`config.mk`:
```
export PLATFORM = sky130hd
export DESIGN_NAME = sram_port_arbiter
export DESIGN_NICKNAME = d
export VERILOG_FILES = /design/src/rtl/sram_port_arbiter.sv
export SDC_FILE = /design/constraint.sdc
export NUM_CORES = 1
export LEC_CHECK = 0
export BUFFER_PORTS_ARGS = -buffer_cell sky130_fd_sc_hd__buf_4
export CAP_MARGIN = 20
export CORE_AREA = 2 2 87 89
export CTS_CLUSTER_DIAMETER = 30
export DETAILED_ROUTE_END_ITERATION = 6
export DIE_AREA = 0 0 89 91
export GPL_ROUTABILITY_DRIVEN = 0
export PLACE_DENSITY = 0.74
export SYNTH_ARGS = -nofsm -noshare
export SYNTH_HDL_FRONTEND = slang
export SYNTH_SLANG_ARGS = --single-unit
export TNS_END_PERCENT = 1
```
`constraint.sdc`:
```
create_clock -name CLOCK_50_I -period 5.6 [get_ports CLOCK_50_I]
set_clock_uncertainty 0.1 [all_clocks]
set_input_delay 0.28 -clock CLOCK_50_I [delete_from_list [all_inputs] [get_ports CLOCK_50_I]]
set_output_delay 0.28 -clock CLOCK_50_I [all_outputs]
set_load 0.03 [all_outputs]
```
`src/rtl/sram_port_arbiter.sv`:
```
// sram_port_arbiter
//   Shares the single SRAM_Controller port between NUM_REQ requester engines
//   (UART loader, M1, M2, M3) using round-robin request/grant handshakes.
//   An owner keeps the port while it holds req. With MAX_BURST != 0 it is
//   preempted after MAX_BURST consecutive cycles if someone else is waiting.
//   Read data is routed back to the requester that issued the read. A tag
//   travels alongside the READ_LAT-cycle SRAM read latency for this purpose.
// Ports
//   CLOCK_50_I      single 50 MHz clock
//   resetn          synchronous active-low reset
//   req             per-requester level request
//   req_address     packed, requester i at [i*ADDR_W +: ADDR_W]
//   req_write_data  packed, requester i at [i*DATA_W +: DATA_W]
//   req_we_n        per-requester write enable, active low
//   grant           registered one-hot (or zero) ownership
//   SRAM_address / SRAM_write_data / SRAM_we_n   to SRAM_Controller
//   SRAM_read_data  from SRAM_Controller
//   rd_data         SRAM_read_data passed through
//   rd_valid        rd_data belongs to requester i this cycle
//   busy            any grant active

// Per-requester slice: masks the requester's bus with its grant and decodes
// whether the read tag at the pipeline tail belongs to it.
module sram_port_arbiter_lane #(
  parameter int ADDR_W = 18,
  parameter int DATA_W = 16,
  parameter int IDX_W  = 2,
  parameter int LANE   = 0
) (
  input  logic              gnt,
  input  logic [ADDR_W-1:0] addr,
  input  logic [DATA_W-1:0] wdata,
  input  logic              we_n,
  input  logic              tail_vld,
  input  logic [IDX_W-1:0]  tail_idx,
  output logic [ADDR_W-1:0] addr_m,
  output logic [DATA_W-1:0] wdata_m,
  output logic              wr_m,
  output logic              rd_m,
  output logic              rd_valid
);
  assign addr_m   = gnt ? addr  : '0;
  assign wdata_m  = gnt ? wdata : '0;
  assign wr_m     = gnt & ~we_n;
  assign rd_m     = gnt &  we_n;
  assign rd_valid = tail_vld && (tail_idx == IDX_W'(LANE));
endmodule

module sram_port_arbiter #(
  parameter int NUM_REQ   = 4,
  parameter int ADDR_W    = 18,
  parameter int DATA_W    = 16,
  parameter int READ_LAT  = 2,
  parameter int MAX_BURST = 1024
) (
  input  logic                      CLOCK_50_I,
  input  logic                      resetn,
  input  logic [NUM_REQ-1:0]        req,
  input  logic [NUM_REQ*ADDR_W-1:0] req_address,
  input  logic [NUM_REQ*DATA_W-1:0] req_write_data,
  input  logic [NUM_REQ-1:0]        req_we_n,
  output logic [NUM_REQ-1:0]        grant,
  output logic [ADDR_W-1:0]         SRAM_address,
  output logic [DATA_W-1:0]         SRAM_write_data,
  output logic                      SRAM_we_n,
  input  logic [DATA_W-1:0]         SRAM_read_data,
  output logic [DATA_W-1:0]         rd_data,
  output logic [NUM_REQ-1:0]        rd_valid,
  output logic                      busy
);
  localparam int IDX_W = $clog2(NUM_REQ);
  localparam int CNT_W = (MAX_BURST > 1) ? $clog2(MAX_BURST) : 1;
  // Counter saturates here; with MAX_BURST=0 it simply stays at 0.
  localparam logic [CNT_W-1:0] CNT_MAX = (MAX_BURST == 0) ? '0 : CNT_W'(MAX_BURST - 1);

  typedef enum logic {ARB_IDLE, ARB_OWN} arb_state_t;

  arb_state_t                       state, state_nxt;
  logic [NUM_REQ-1:0]               grant_nxt;
  logic [IDX_W-1:0]                 rr_ptr, rr_ptr_nxt, owner, cand;
  logic [CNT_W-1:0]                 burst_cnt, burst_cnt_nxt;
  logic [IDX_W:0]                   sum;
  logic                             found, preempt, others_pending, rd_issue;

  logic [NUM_REQ-1:0][ADDR_W-1:0]   addr_m;
  logic [NUM_REQ-1:0][DATA_W-1:0]   wdata_m;
  logic [NUM_REQ-1:0]               wr_m, rd_m;

  // Read-tag pipeline: stage 1 is the cycle after issue, stage READ_LAT the tail.
  logic [READ_LAT:1]                vld_pipe;
  logic [READ_LAT:1][IDX_W-1:0]     idx_pipe;

  for (genvar i = 0; i < NUM_REQ; i++) begin : g_lane
    sram_port_arbiter_lane #(
      .ADDR_W(ADDR_W), .DATA_W(DATA_W), .IDX_W(IDX_W), .LANE(i)
    ) u_lane (
      .gnt      (grant[i]),
      .addr     (req_address[i*ADDR_W +: ADDR_W]),
      .wdata    (req_write_data[i*DATA_W +: DATA_W]),
      .we_n     (req_we_n[i]),
      .tail_vld (vld_pipe[READ_LAT]),
      .tail_idx (idx_pipe[READ_LAT]),
      .addr_m   (addr_m[i]),
      .wdata_m  (wdata_m[i]),
      .wr_m     (wr_m[i]),
      .rd_m     (rd_m[i]),
      .rd_valid (rd_valid[i])
    );
  end

  // Grant is one-hot, so OR-ing the masked lanes is the bus mux.
  always_comb begin
    SRAM_address    = '0;
    SRAM_write_data = '0;
    owner           = '0;
    for (int i = 0; i < NUM_REQ; i++) begin
      SRAM_address    = SRAM_address | addr_m[i];
      SRAM_write_data = SRAM_write_data | wdata_m[i];
      if (grant[i]) owner = IDX_W'(i);
    end
  end

  // Reset gates the write strobe immediately, even mid-write.
  assign SRAM_we_n      = ~(resetn & (|wr_m));
  assign rd_issue       = |rd_m;
  assign busy           = |grant;
  assign rd_data        = SRAM_read_data;
  assign others_pending = |(req & ~grant);

  always_comb begin
    state_nxt     = state;
    grant_nxt     = grant;
    rr_ptr_nxt    = rr_ptr;
    burst_cnt_nxt = burst_cnt;
    found         = 1'b0;
    preempt       = 1'b0;
    sum           = '0;
    cand          = '0;
    case (state)
      ARB_IDLE: begin
        // Scan rr_ptr+1, rr_ptr+2, ... wrapping at NUM_REQ; first set bit wins.
        for (int k = 1; k <= NUM_REQ; k++) begin
          sum = {1'b0, rr_ptr} + (IDX_W+1)'(k);
          if (sum >= (IDX_W+1)'(NUM_REQ)) sum = sum - (IDX_W+1)'(NUM_REQ);
          cand = sum[IDX_W-1:0];
          if (!found && req[cand]) begin
            found           = 1'b1;
            grant_nxt       = '0;
            grant_nxt[cand] = 1'b1;
          end
        end
        if (found) begin
          state_nxt     = ARB_OWN;
          burst_cnt_nxt = '0;
        end
      end
      ARB_OWN: begin
        preempt = (MAX_BURST != 0) && (burst_cnt == CNT_MAX) && others_pending;
        if (!req[owner] || preempt) begin
          grant_nxt     = '0;
          rr_ptr_nxt    = owner;
          burst_cnt_nxt = '0;
          state_nxt     = ARB_IDLE;
        end else if (burst_cnt != CNT_MAX) begin
          burst_cnt_nxt = burst_cnt + 1'b1;
        end
      end
      default: state_nxt = ARB_IDLE;
    endcase
  end

  always_ff @(posedge CLOCK_50_I) begin
    if (!resetn) begin
      state     <= ARB_IDLE;
      grant     <= '0;
      rr_ptr    <= IDX_W'(NUM_REQ - 1);
      burst_cnt <= '0;
      vld_pipe  <= '0;
      idx_pipe  <= '0;
    end else begin
      state       <= state_nxt;
      grant       <= grant_nxt;
      rr_ptr      <= rr_ptr_nxt;
      burst_cnt   <= burst_cnt_nxt;
      vld_pipe[1] <= rd_issue;
      idx_pipe[1] <= owner;
      for (int s = 2; s <= READ_LAT; s++) begin
        vld_pipe[s] <= vld_pipe[s-1];
        idx_pipe[s] <= idx_pipe[s-1];
      end
    end
  end
endmodule
```
### After elaboration in Yosys (flattened, before gate mapping)

Index checks and enable logic that the tools add are counted.

| word-level totals | value |
|---|---|
| word-level logic and storage cells | 144 |
| input bits | 162 |
| bits in registers | 23 |
| output and inout bits | 60 |

| cells by class | value |
|---|---|
| bitwise gates (word level) | 23 |
| mux-type cells | 58 |
| reduce and logical (&&, ||, !) cells | 25 |
| equal/unequal tests | 9 |
| order comparisons | 13 |
| add/subtract/negate cells | 9 |

Operators by type and width:

| operator | count |
|---|---|
| $mux 18 | 4 |
| $mux 16 | 4 |
| $or 18x18->18 | 3 |
| $or 16x16->16 | 3 |
| $mux 10 | 3 |
| $mux 1 | 20 |
| $mux 2 | 10 |
| $mux 4 | 5 |
| $pmux 10 s2 | 1 |
| $reduce_or 4->1 | 4 |
| $lt 2x3->1 const B | 5 |
| $ge 3x3->1 const B | 4 |
| $logic_and 1x1->1 | 12 |
| $add 10x1->10 const B | 1 |
| $bmux 1 s2 | 5 |
| $eq 10x10->1 const B | 1 |
| $ne 10x10->1 const B | 1 |
| $and 1x1->1 | 9 |
| $demux 1 s2 | 4 |
| $ge 2x1->1 const B | 4 |
| $pmux 4 s2 | 1 |
| $sub 2x1->2 const B | 4 |
| $add 2x2->3 const B | 2 |
| $not 1->1 | 6 |
| other kinds (15) | 21 |

### Longest topological paths before layout

Gate-level depths: netlist of run 1.

| depth | value |
|---|---|
| word-level depth | 22 |
| depth in mapped cells | 8 |
| depth with buffers taken out | 7 |

### By module

From an unflattened synthesis of run 1, not the netlist that was laid out.

| unflattened totals | value |
|---|---|
| cells, all modules | 354 |
| area, all modules | 2,695.1 um^2 |

Modules (own cells, without submodules):

| module | area each (um^2) | instances | cells each |
|---|---|---|---|
| sram_port_arbiter | 1,702.9 | 1 | 194 |
| sram_port_arbiter_lane at g_lane[1].u_lane ... | 249.0 | 2 | 40 |
| sram_port_arbiter_lane at g_lane[0].u_lane | 247.7 | 1 | 40 |
| sram_port_arbiter_lane at g_lane[3].u_lane | 246.5 | 1 | 40 |

### Worst setup path before layout of run 1

No wires, ideal clock.

| timing path | value |
|---|---|
| path kind | register to register |
| from | reg rr_ptr[0] |
| to | reg grant[1] |
| clock period less this slack | 2.388 ns |
| required time | 5.383 ns |
| slack | 3.212 ns |
| arrival | 2.171 ns |
| cell stages (with the launch flop) | 9 |
| path through | dfxtp_1 -> inv_1 -> ha_1 -> mux2i_1 -> nand3_1 -> a2111oi_4 -> buf_6 -> nor3_1 -> a32o_1 |

| between the ends | value |
|---|---|
| cells in the longest elaborated chain, start to end | 20 |
| elaborated cells between the ends (all ways) | 67 |
| those cells by class | add/sub (8); order compare (12); eq/ne (1); mux (35); reduce/logical (11) |

Ends and longest elaborated chain:

| what | RTL line | RTL |
|---|---|---|
| start, declared | 80 | `logic [IDX_W-1:0] rr_ptr, rr_ptr_nxt, owner, cand;` |
| start signal, assigned | 176 | `rr_ptr <= IDX_W'(NUM_REQ - 1);` |
| start signal, assigned | 183 | `rr_ptr <= rr_ptr_nxt;` |
| $add 2x1->3 | 143 | `sum = {1'b0, rr_ptr} + (IDX_W+1)'(k);` |
| $ge 3x3->1 or $sub 2x1->2 (tied branches) | 144 | `if (sum >= (IDX_W+1)'(NUM_REQ)) sum = sum - (IDX_W+1)'(NUM_REQ);` |
| $mux 2 | 144 |  |
| $mux 2 | 139 | `case (state)` |
| $bmux 1 s2 | 146 | `if (!found && req[cand]) begin` |
| $mux 1 (implied by the code) | 146 |  |
| $mux 1 | 146 |  |
| $mux 1 | 139 |  |
| [... 4 more ...] | - |  |
| $logic_not 1->1 | 146 |  |
| $logic_and 1x1->1 | 146 |  |
| $mux 1 | 146 |  |
| $mux 1 | 139 |  |
| $logic_not 1->1 | 146 |  |
| $logic_and 1x1->1 | 146 |  |
| $ne 5x5->1 (no source line) or $mux 4 (tied branches) | - |  |
| $reduce_and 2->1 (no source line) or $pmux 4 s2 (tied branches) | - |  |
| end signal, assigned | 182 | `grant <= grant_nxt;` |
| end, declared | 62 | `output logic [NUM_REQ-1:0] grant,` |

Several ways; a longest one is shown, not always the timed one. The select of a mux whose other input is x is not followed.
A chain may end at the register's enable or synchronous reset.

### Final worst setup path of run 1

Ends and elaborated chain as after synthesis.

==> impl_metrics.env, run 1 <==
export IMPL_r2r_start="rr_ptr[0]$_SDFFE_PN1P_"
export IMPL_final_util=0.523
export IMPL_worst_setup_path_class="reg -> reg"
export IMPL_clock_tree_from_tritoncts="yes"
export IMPL_instances_no_fill=573
export IMPL_grt_start_max_net_pins=46
export IMPL_synth_yosys_seq_area_share=0.193
export IMPL_maximum_vdd_drop_v=0.000212
export IMPL_critPathRequiredTime_ns=5.67
export IMPL_drcViolationCount=0
export IMPL_most_instantiated_flip_flop_cell_in_the_synthesis_netlist="dfxtp_1"
export IMPL_p_sw_frac=0.560
export IMPL_areaGrowthSynthToFinish_pct=56.5
export IMPL_ys_types=47
export IMPL_postRouteWirelength_microns=10400
export IMPL_post_drt_via_cell_ratio=5.50
export IMPL_die_height_microns=91
export IMPL_io_pins=222
export IMPL_die_area_sq_um=8100
export IMPL_globalRouteTotalUtil=0.243
export IMPL_fp_dieW_microns=89
export IMPL_reg2regPathDepth=7
export IMPL_critPathArrivalTime_ns=2.95
export IMPL_layout_worst_path_cycle_share=0.514
export IMPL_clk_latency_ns=0.27
export IMPL_pwr_share_clk=0.060
export IMPL_period_needed_ns=2.88
export IMPL_p_int_uw=794
export IMPL_synthesis_instances=322
export IMPL_pre_cts_slack_ns=2.74
export IMPL_drtAntennaViolNets=0
export IMPL_hold_viol_final=0
export IMPL_via_count=3153
export IMPL_synth_edff_count=0
export IMPL_post_synth_xor_area_fraction=0
export IMPL_dp_cells=568
export IMPL_path_clk_slew_ns=0.09
export IMPL_max_slew_margin=0.426
export IMPL_leakage_power_nw=1.81
export IMPL_num_fill_cells=731
export IMPL_p_sw_mw=1.01
export IMPL_tritoncts_num_buffers=3
export IMPL_cts_post_setup_buffers_inserted=0
export IMPL_hold_path_startpoint="resetn"
export IMPL_detail_route_wl_per_cell_microns=18.1
export IMPL_final_net_count=641
export IMPL_drt_first_pass_iters=5
export IMPL_max_cap_viol_count=0
export IMPL_result_of_the_run="finished, final reports clean"
export IMPL_htree_num_levels=1
export IMPL_power_frac_comb=0.787
export IMPL_worst_slack_ns=2.72
export IMPL_hold_class="in -> reg"
export IMPL_grt_first_pass_wirelength_microns=15400
export IMPL_start_kind="flip-flop"
export IMPL_timing_final_setup_violations=0
export IMPL_clock_root_buffer="clkbuf_8"
export IMPL_worstHoldPathCells=2
export IMPL_hold_end="rr_ptr[1]$_SDFFE_PN1P_"
export IMPL_rsz0062_at_grt="no"
export IMPL_first_global_vias=2972
export IMPL_cts_resized_gates=0
export IMPL_achievable_frequency_mhz=348
export IMPL_first_iter_violations=197
export IMPL_path_max_fanout=11
export IMPL_dp_final_hpwl_microns=8230
export IMPL_yosysWarningCount=0
export IMPL_final_layout_size_suffix_gt1_frac=0.433
export IMPL_synth_avg_cell_area_sq_um=7.41
export IMPL_rr_endpoint="grant[1]$_SDFFE_PN0P_"
export IMPL_totalNegativeSetupSlack_ns=0
export IMPL_number_of_antenna_violations_at_the_first_check_in_global_routing=1
export IMPL_layout_cells_most_common_list="buf_4 (192), a22oi_1 (70), nand2_1 (54)"
export IMPL_synth_seq_cells=23
export IMPL_clock_path_buffers=2
export IMPL_globalRoute_totalOverflow=0
export IMPL_synth_adder_area_share=0.0262
export IMPL_num_rows=31
export IMPL_timing_max_transition_violations_final=0
export IMPL_powerDensity_nw_per_um2=483
export IMPL_timing_worst_slew_pin_value_ns=0.862
export IMPL_synthesized_area_sq_um=2380
export IMPL_i_o_buffers=189
export IMPL_async_set_reset_flop_share_out_of_synthesis=0
export IMPL_syn_num_nets=489
export IMPL_post_cts_hold_buffer_count=0
export IMPL_clock_sinks=23
export IMPL_start_util=0.334
export IMPL_synthMuxAreaShare=0.0483
export IMPL_synth_top_family_by_area="compound AO/OA/AOI/OAI gates"
export IMPL_share_seq_of_total_power=0.153
export IMPL_post_synth_and_or_nand_nor_area_fraction=0.240
export IMPL_ff2ff_setup_slack_ns=2.72
export IMPL_share_of_the_synthesized_area_in_compound_gates_ao_oa_aoi_oai=0.367
export IMPL_core_region_area_sq_um=7140
export IMPL_timing_critical_path_to_type="flip-flop"
export IMPL_mostFrequentLayoutCell="buf_4"
## Yosys cell counts, drive strengths merged, types with 4 or more instances
cell,instances,area [sq um]
a21oi,11,58.8
a22oi,70,526
and2,4,25.0
and3,7,43.8
buf,33,224
clkbuf,12,45.0
dfxtp,23,460
ha,5,62.6
inv,8,30.0
mux2i,7,70.1
nand2,54,203
nand3,11,55.1
nor2,9,36.3
nor2b,9,56.3
nor3b,5,37.5
o21ai,13,65.1
## worst max path at each step
stage                           start                    end  slack (ns)
2_1_floorplan  rr_ptr[0]$_SDFFE_PN1P_  grant[1]$_SDFFE_PN0P_        3.21
3_3_place_gp   rr_ptr[0]$_SDFFE_PN1P_  grant[1]$_SDFFE_PN0P_        2.85
3_5_place_dp   rr_ptr[0]$_SDFFE_PN1P_  grant[1]$_SDFFE_PN0P_        2.74
4_1_cts        rr_ptr[0]$_SDFFE_PN1P_  grant[1]$_SDFFE_PN0P_        2.71
5_1_grt        rr_ptr[0]$_SDFFE_PN1P_  grant[1]$_SDFFE_PN0P_        2.48
6_report       rr_ptr[0]$_SDFFE_PN1P_  grant[1]$_SDFFE_PN0P_        2.72
## logic make-up (layout without fill, tap and decap cells)
| family | after synthesis | after routing |
|---|---|---|
| flip-flops | 23 | 23 |
| multiplexers | 9 | 9 |
| buffers and inverters | 53 | 204 |
| AND/OR/NAND/NOR | 114 | 114 |
| other | 0 | 1 |
| AO/OA/AOI/OAI | 118 | 118 |
| adder cells (fa/ha/maj) | 5 | 5 |
## flip-flops by register name (all words and copies together), names as in the netlist
name and count:
burst_cnt 10, grant 4, idx_pipe 4, rr_ptr 2
state 1, vld_pipe 2
## area by class of cell
cell class	count	area, sq um	share of cell area
Multi-Input combinational cell	246	1630	0.436
Timing Repair Buffer	192	1440	0.386
Sequential cell	23	462	0.124
Tap cell	99	124	0.0332
Clock buffer	3	41.3	0.0111
Inverter	8	30.0	0.00805
Clock inverter	1	5.00	0.00134
Antenna cell	1	2.50	0.000671
## critical path, cell delays in order (launching register included)
cell and delay, ns:
dfxtp_1 0.47, inv_1 0.19, ha_1 0.40, mux2i_1 0.25
nand3_1 0.18, a2111oi_4 0.71, nor3_1 0.18, a32o_1 0.30
## power groups by stage
stage,Combinational (mW),Clock [mW],Sequential (mW)
2_1_floorplan,0.983,0,0.229
3_3_place_gp,1.40,0,0.278
3_5_place_dp,1.42,0,0.279
4_1_cts,1.43,0.107,0.275
5_1_grt,1.52,0.115,0.286
6_report,1.42,0.108,0.276
## metrics by stage
| step | cell area [sq um] | hold WS [ns] | power [mW] |
|---|---|---|---|
| 2_1_floorplan | 2380 | 0.312 | 1.21 |
| 3_3_place_gp | 3680 | 0.314 | 1.68 |
| 3_5_place_dp | 3680 | 0.317 | 1.70 |
| 4_1_cts | 3730 | 0.179 | 1.81 |
| 5_1_grt | 3730 | 0.194 | 1.92 |
| 6_report | 3730 | 0.171 | 1.80 |
## per-layer routing
| metal | vias to the layer above | global-route usage | wire length, microns |
|---|---|---|---|
| met4 | 0 | 0.0448 | 84 |
| met2 | 179 | 0.423 | 5310 |
| met1 | 1461 | 0.307 | 4070 |
| met5 | - | 0 | 0 |
| met3 | 15 | 0.0491 | 888 |
| li1 | 1498 | - | - |
Note: power is estimated with default switching activity, not from simulation.
==> inputs of run 2 (changes only) <==
--- a/config.mk
+++ b/config.mk
@@ -5,14 +5,15 @@
 export SDC_FILE = /design/constraint.sdc
 export NUM_CORES = 1
 export LEC_CHECK = 0
+export ABC_AREA = 1
 export BUFFER_PORTS_ARGS = -buffer_cell sky130_fd_sc_hd__buf_4
 export CAP_MARGIN = 20
-export CORE_AREA = 2 2 87 89
+export CORE_MARGIN = 2
+export CORE_UTILIZATION = 36
 export CTS_CLUSTER_DIAMETER = 30
 export DETAILED_ROUTE_END_ITERATION = 6
-export DIE_AREA = 0 0 89 91
 export GPL_ROUTABILITY_DRIVEN = 0
-export PLACE_DENSITY = 0.74
+export PLACE_DENSITY = 0.78
 export SYNTH_ARGS = -nofsm -noshare
 export SYNTH_HDL_FRONTEND = slang
 export SYNTH_SLANG_ARGS = --single-unit
==> constraint.sdc (replaced) <==
create_clock -name CLOCK_50_I -period 2.5 [get_ports CLOCK_50_I]
set_clock_uncertainty 0.1 [all_clocks]
set_input_delay 0.125 -clock CLOCK_50_I [delete_from_list [all_inputs] [get_ports CLOCK_50_I]]
set_output_delay 0.125 -clock CLOCK_50_I [all_outputs]
set_load 0.03 [all_outputs]
==> run 2 against run 1 <==
- utilization is 4.1 points higher
- synthesized cell count increased by 46%
- critical path depth down 2
- sequential power increased by 96%
- power is 140% higher
- via count up 18%
- design area grew 9.7%
- setup slack worse by 2.2 ns
- combinational power increased to 2.5 times the previous value
- hold slack got worse by 0.11 ns
- highest routed layer unchanged
==> impl_metrics.env, run 2 <==
export IMPL_clock_tree_from_tritoncts="yes"
export IMPL_timing_max_transition_violations_final=0
export IMPL_die_height_microns=90.7
export IMPL_num_rows=31
export IMPL_drcViolationCount=0
export IMPL_grt_start_max_net_pins=38
export IMPL_yosysWarningCount=0
export IMPL_dp_cells=724
export IMPL_cts_post_setup_buffers_inserted=0
export IMPL_first_global_vias=3606
export IMPL_layout_worst_path_cycle_share=0.801
export IMPL_globalRouteTotalUtil=0.267
export IMPL_hold_viol_final=0
export IMPL_htree_num_levels=1
export IMPL_mostFrequentLayoutCell="nand2_1"
export IMPL_powerDensity_nw_per_um2=1060
export IMPL_postRouteWirelength_microns=11400
export IMPL_max_slew_margin=0.599
export IMPL_synthesis_instances=470
export IMPL_clock_sinks=23
export IMPL_synthMostInstantiatedCell="nand2_1"
export IMPL_synth_yosys_seq_area_share=0.170
export IMPL_result_of_the_run="finished, final reports clean"
export IMPL_synth_top_cell_area_share=0.277
export IMPL_tritoncts_num_buffers=3
export IMPL_post_drt_via_cell_ratio=5.12
export IMPL_detail_route_wl_per_cell_microns=15.7
export IMPL_final_net_count=797
export IMPL_grt_first_pass_wirelength_microns=17900
export IMPL_synth_seq_cells=23
export IMPL_number_of_flip_flops_under_the_largest_register_name=10
export IMPL_globalRoute_totalOverflow=0
export IMPL_via_count=3730
export IMPL_max_cap_viol_count=0
export IMPL_first_iter_violations=229
export IMPL_synth_top_cells_by_count="nand2_1 (200), nand4_1 (41), nand3_1 (35)"
export IMPL_achievable_frequency_mhz=499
export IMPL_period_needed_ns=2.00
export IMPL_finalHoldWorstSlack_ns=0.0611
export IMPL_synth_edff_count=0
export IMPL_clock_path_buffers=2
export IMPL_report_power_total_mw=4.33
export IMPL_drt_first_pass_iters=5
export IMPL_path_max_fanout=15
export IMPL_instances_no_fill=728
export IMPL_critPathRequiredTime_ns=2.28
export IMPL_antenna_diode_count=0
export IMPL_post_cts_hold_buffer_count=0
export IMPL_hold_class="in -> reg"
export IMPL_timing_final_setup_violations=0
export IMPL_syn_num_nets=637
export IMPL_ys_types=37
export IMPL_drtAntennaViolNets=0
export IMPL_path_clk_slew_ns=0.09
export IMPL_synth_top_cells_by_area="nand2_1 (28%), dfxtp_1 (17%), nand4_1 (9.5%)"
export IMPL_largest_register="burst_cnt"
export IMPL_timing_critical_path_to_type="primary output"
export IMPL_start_kind="flip-flop"
export IMPL_fp_dieW_microns=90.7
export IMPL_cts_resized_gates=0
export IMPL_i_o_buffers=189
export IMPL_yosys_area_top_type="nand2_1"
export IMPL_final_layout_size_suffix_gt1_frac=0.388
export IMPL_clk_latency_ns=0.27
export IMPL_number_of_antenna_violations_at_the_first_check_in_global_routing=0
export IMPL_critPathArrivalTime_ns=1.78
export IMPL_die_area_sq_um=8230
export IMPL_synthesized_area_sq_um=2710
export IMPL_async_set_reset_flop_share_out_of_synthesis=0
export IMPL_clock_root_buffer="clkbuf_8"
export IMPL_io_pins=222
export IMPL_synth_avg_cell_area_sq_um=5.76
export IMPL_core_region_area_sq_um=7250
export IMPL_layout_cells_most_common_list="nand2_1 (200), buf_4 (199), nand4_1 (41)"
export IMPL_areaGrowthSynthToFinish_pct=51.1
export IMPL_worst_setup_path_class="reg -> out"
export IMPL_rsz0062_at_grt="no"
export IMPL_maximum_vdd_drop_v=0.000531
export IMPL_dp_final_hpwl_microns=9540
export IMPL_most_instantiated_flip_flop_cell_in_the_synthesis_netlist="dfxtp_1"
export IMPL_start_util=0.373
export IMPL_reg_top3="burst_cnt x10, grant x4, idx_pipe x4"
export IMPL_timing_worst_slew_pin_value_ns=0.600
export IMPL_totalNegativeSetupSlack_ns=0
export IMPL_leakage_power_nw=2.04
run 2: changes by cell type after synthesis, moves of 7 or more:
cell / change
a22oi_1: -70
and3_1: -7
inv_1: +24
mux2i_1: -7
nand2_1: +146
nand2_2: +13
nand3_1: +24
nand4_1: +41
nor2_1: +16
nor2b_1: -9
o21ai_0: -11
run 2: final timing paths:
path                           from                         to  cells past startpoint  slack (ns)
min                          resetn     idx_pipe[3]$_SDFF_PN0_                      3        0.06
min reg2reg  idx_pipe[0]$_SDFF_PN0_     idx_pipe[2]$_SDFF_PN0_                      2        0.32
max reg2reg  rr_ptr[0]$_SDFFE_PN1P_  burst_cnt[5]$_SDFFE_PN0P_                     12        0.54
max           grant[2]$_SDFFE_PN0P_            SRAM_address[4]                      5        0.50
run 2: cell families after synthesis:
family                   after synthesis  synth area share
flip-flops                            23             0.170
XOR/XNOR                               2           0.00647
buffers and inverters                 80             0.156
adder cells (fa/ha/maj)                5            0.0231
AO/OA/AOI/OAI                         26            0.0652
AND/OR/NAND/NOR                      334             0.579
run 2: routing by layer:
metal / vias up / wire length [microns] / GRT usage
li1: 1820 / - / -
met5: - / 0 / 0
met1: 1696 / 4290 / 0.301
met3: 36 / 811 / 0.0409
met4: 0 / 639 / 0.142
met2: 178 / 5700 / 0.479
run 2: final cells by class:
type / instances / area (sq um)
inverter: 36 / 143
sequential: 23 / 460
tap: 99 / 124
multi-input combinational: 367 / 1820
fill: 694 / 3160
clock buffer: 3 / 41.3
timing repair buffer: 199 / 1490
clock inverter: 1 / 5.00
run 2: per-stage QoR:
step | utilization | setup WS, ns | instance area (sq um)
after floorplan | - | 0.589 | 2710
after detailed placement | 0.558 | 0.559 | 4050
after global placement | 0.558 | 0.607 | 4050
after CTS | 0.564 | 0.500 | 4090
after global routing | 0.564 | 0.351 | 4090
final | 0.564 | 0.497 | 4090
run 2: critical path: stages, from the launching register on:
cell and delay (ns):
dfxtp_1 0.71, buf_4 0.27, buf_4 0.18, nand2_1 0.07
nand4_1 0.11, buf_4 0.17
run 2: power breakdown:
group	internal [mW]	switching, mW	total [mW]
clock network	0.112	0.134	0.246
logic	1.22	2.32	3.55
registers	0.437	0.104	0.541
